<file path="config.mk">
export PLATFORM = sky130hd
export DESIGN_NAME = pipe_reg_ar
export DESIGN_NICKNAME = d
export VERILOG_FILES = /design/src/rtl/pipe_reg_ar.sv
export SDC_FILE = /design/constraint.sdc
export NUM_CORES = 1
export LEC_CHECK = 0
export BUFFER_PORTS_ARGS = -buffer_cell sky130_fd_sc_hd__buf_2
export CORE_ASPECT_RATIO = 1.2
export CORE_MARGIN = 1
export CORE_UTILIZATION = 48
export CTS_BUF_LIST = sky130_fd_sc_hd__clkbuf_16
export CTS_CLUSTER_DIAMETER = 50
export DETAILED_ROUTE_END_ITERATION = 7
export GPL_ROUTABILITY_DRIVEN = 0
export PLACE_DENSITY = 0.72
export SETUP_SLACK_MARGIN = 0.3
export SYNTH_ARGS = -nofsm -noshare
export SYNTH_HDL_FRONTEND = slang
export SYNTH_SLANG_ARGS = --single-unit
</file>
<file path="constraint.sdc">
create_clock -name clk -period 3.65 [get_ports clk]
set_input_delay 0 -clock clk [delete_from_list [all_inputs] [get_ports clk]]
set_output_delay 0 -clock clk [all_outputs]
set_load 0.005 [all_outputs]
</file>
<file path="src/rtl/pipe_reg_ar.sv">
// pipe_reg_ar: elastic pipeline register, DEPTH stages of WIDTH-bit data, each with a valid bit.
// Latency: DEPTH cycles from input handshake to out_valid on an empty pipe, 1 word/cycle sustained.
// Backpressure: bubbles collapse toward the output; in_ready drops only when every stage ahead is full.
//
// Ports:
//   clk        rising-edge clock
//   reset_n    asynchronous active-low reset (clears valids, data <= RESET_VAL)
//   flush      synchronous clear of all valid bits; blocks both handshakes while high
//   in_valid / in_data / in_ready     upstream valid/ready interface
//   out_valid / out_data / out_ready  downstream valid/ready interface
//   count      number of valid stages (popcount of the valid register)
module pipe_reg_ar #(
  parameter int unsigned      WIDTH     = 8,
  parameter int unsigned      DEPTH     = 3,
  parameter logic [WIDTH-1:0] RESET_VAL = '0
) (
  input  logic                         clk,
  input  logic                         reset_n,
  input  logic                         flush,
  input  logic                         in_valid,
  input  logic [WIDTH-1:0]             in_data,
  output logic                         in_ready,
  output logic                         out_valid,
  output logic [WIDTH-1:0]             out_data,
  input  logic                         out_ready,
  output logic [$clog2(DEPTH+1)-1:0]   count
);

  localparam int unsigned CW = $clog2(DEPTH+1);

  logic [DEPTH-1:0]            v_q, v_d;
  logic [DEPTH-1:0][WIDTH-1:0] d_q, d_d;
  logic [DEPTH-1:0]            rdy;
  logic                        all_v;
  logic [CW-1:0]               cnt;

  // A stage is ready when it is empty or everything downstream of it moves.
  // Equivalently: not all of stages k..DEPTH-1 are valid, or the sink pops.
  // Written as a running AND so the chain does not feed back on itself.
  always_comb begin
    all_v = 1'b1;
    rdy   = '0;
    for (int k = DEPTH - 1; k >= 0; k--) begin
      all_v  = all_v & v_q[k];
      rdy[k] = ~all_v | out_ready;
    end
  end

  // Data registers load only alongside a valid bit, so bubbles never toggle them.
  always_comb begin
    v_d = v_q;
    d_d = d_q;
    if (flush) begin
      v_d = '0;
    end else begin
      if (rdy[0]) begin
        v_d[0] = in_valid;
        if (in_valid) d_d[0] = in_data;
      end
      for (int k = 1; k < DEPTH; k++) begin
        if (rdy[k]) begin
          v_d[k] = v_q[k-1];
          if (v_q[k-1]) d_d[k] = d_q[k-1];
        end
      end
    end
  end

  always_ff @(posedge clk or negedge reset_n) begin
    if (!reset_n) begin
      v_q <= '0;
      d_q <= {DEPTH{RESET_VAL}};
    end else begin
      v_q <= v_d;
      d_q <= d_d;
    end
  end

  // count depends only on registered valids.
  always_comb begin
    cnt = '0;
    for (int k = 0; k < DEPTH; k++) begin
      cnt = cnt + CW'(v_q[k]);
    end
  end

  assign count     = cnt;
  assign in_ready  = rdy[0] & ~flush;
  assign out_valid = v_q[DEPTH-1] & ~flush;
  assign out_data  = d_q[DEPTH-1];

endmodule

</file>
==> out/qor.yml <==
status: "finished clean"
fin_nets: 121
cts_sinks: 27
multi_input_area_um2: 401.6
drcViolationCount: 0
path_delay_family: "simple AND/OR/NAND/NOR gates"
cts_max_path_buffers: 2
grt_start_max_net_pins: 28
layout_common_cells: "27 x dfrtp_1, 24 x buf_2, 16 x mux2_2"
whs_ps: 56.01
yosysSeqAreaShare: 0.5819
placement.io_buffers: 24
clkTransAtPathRegs_ps: 70
worstMarginPinSlew_ps: 575.6
crit_buf_inv: 0
core-area_um2: 2282
netlist_area_um2: 1161
end_kind: "flip-flop"
gr-total-overflow: 0
p_leak_uw: 0.0007014
fp.dieW_um: 46.90
vias: 676
cts_buffers: 3
hp-class: "in2reg"
crit_chain: "nor2b_4, or3b_1, mux2_4"
critPathMaxStageDelay_ps: 580
final_util: 0.6338
ir_worst_vdd_mv: 0.3953
wl_um: 1816
syn_to_final_growth_pct: 24.57
setup_viol: 0
drt_iter0_drc: 5
rsz0062_at_grt: "no"
path_class: "reg2reg"
p_sw_frac: 0.2288
crit_path_top_delay_cell: "or3b_1"
drv_cap: 0
p_per_area_nw_per_um2: 578.1
synth_warnings: 0
fin_area_um2: 1446
grt_pass1_wl_um: 3139
finalClockSkew_ps: 3.766
cp_data_required_time_ps: 3790
diodes: 0
die_h_um: 55.88
placementRows: 19
grt_pass1_vias: 657
final.setup.tns_ps: 0
ys_ff_latch: 27
power.switching_uw: 191.3
worstPathMaxFanout: 8
htreeDepth: 1
ff2ff_setup_slack_ps: 2010
max_slew_margin: 0.6162
p_clk_frac: 0.293
finalMaxSlewViolations: 0
start_util: 0.5088
first_pass_iters: 2
final_common_cell: "dfrtp_1"
drive_gt1_frac: 0.5000
synth_fp_nets: 90
max_freq_mhz: 608.9
finalHoldViolations: 0
wire_per_inst_um: 13.26
syn_inst: 76
grt_usage: 0.1663
ys_types: 16
p_int_uw: 644.8
hpwl_um: 1272
power.share.sequential: 0.501
nFillCells: 190
pwr-share-comb: 0.206
io_pins: 25
die_area_um2: 2620
placed_area_um2: 1244
avgSynthCellArea_um2: 15.28
fin_crit_ps: 1642
startpoint_type: "flip-flop"
period_share: 0.4500
cts_tree: "done"
antenna_found_initial: 0
regArea_um2: 675.6
viasPerCell: 4.934
cts-root-buf: "clkbuf_16"
drtAntennaViolNets: 0
arrival_ps: 1780
clock_latency_ps: 260
==> worst min-delay path, stage by stage <==
cell     delay [ps]
buf_2           110
nor2b_4          50
nor2_1           80
nor2_1           40
==> cells in the mapped netlist <==
cell      number  area [um^2]
nand4b_1       1        8.760
nor2b_4        1        13.76
buf_2          1        5.000
mux2_4         8        120.1
mux2_2        16        180.2
a21oi_1        2        10.01
a211o_1        1        8.760
buf_4          8        60.06
nor2b_1        2        12.51
dfrtp_1       27        675.7
or3b_1         1        8.760
buf_6          1        11.26
inv_1          2        7.510
fa_1           1        20.02
nor2_1         3        11.26
nand3b_1       1        7.510
==> worst paths after layout <==
kind                                 from  cells after the start          end
worst max-delay path               v_q[2]                      3  out_data[0]
max in group asynchronous         reset_n                      2       d_q[8]
min in group asynchronous         reset_n                      2       d_q[9]
worst max register to register     v_q[2]                      3  out_data[0]
worst min-delay path            out_ready                      4       v_q[2]
worst min register to register    d_q[15]                      1  out_data[7]
==> final cells by class <==
cell class	instances	share of cell area
Clock buffer	3	0.05190
Clock inverter	1	0.005190
Inverter	2	0.005190
Multi-Input combinational cell	37	0.2777
Sequential cell	27	0.4671
Tap cell	31	0.02682
Timing Repair Buffer	36	0.1661
==> layer usage <==
metal | wire, um | global-route usage | vias up
li1 | - | - | 314
met1 | 863 | 0.2533 | 340
met2 | 880 | 0.2421 | 18
met3 | 47 | 0.02922 | 4
met4 | 24 | 0.04898 | 0
met5 | 0 | 0 | -
==> sequential cells by signal (all words and copies together) (netlist names) <==
| register | count |
|---|---|
| d_q | 16 |
| out_data | 8 |
| v_q | 3 |
==> power groups by stage <==
stage | logic (uW) | registers [uW] | clock network [uW]
after floorplan | 157 | 410 | 0
after global placement | 159 | 422 | 0
after detailed placement | 165 | 425 | 0
after CTS | 175 | 420 | 250
after global routing | 191 | 430 | 260
final | 172 | 419 | 245
==> metrics by stage <==
stage	worst slack, ps	power [uW]	instances
finish	2008	836.1	137
global route	1947	881.4	137
CTS	2000	844.3	137
detailed placement	2012	590.1	121
global placement	2068	580.2	121
floorplan	2213	567.4	76
==> cell families after synthesis <==
family	after synthesis	synth area share
AND/OR/NAND/NOR	9	0.05388
adder cells (fa/ha/maj)	1	0.01724
flip-flops	27	0.5819
buffers and inverters	12	0.07220
AO/OA/AOI/OAI	3	0.01617
multiplexers	24	0.2586
==> what timing repair did <==
action	in CTS	in global routing
buffers inserted	0	0
resized for setup	0	0
endpoints found under the hold margin	38	0
hold buffers	12	0
Power figures use the tool's default switching activity.
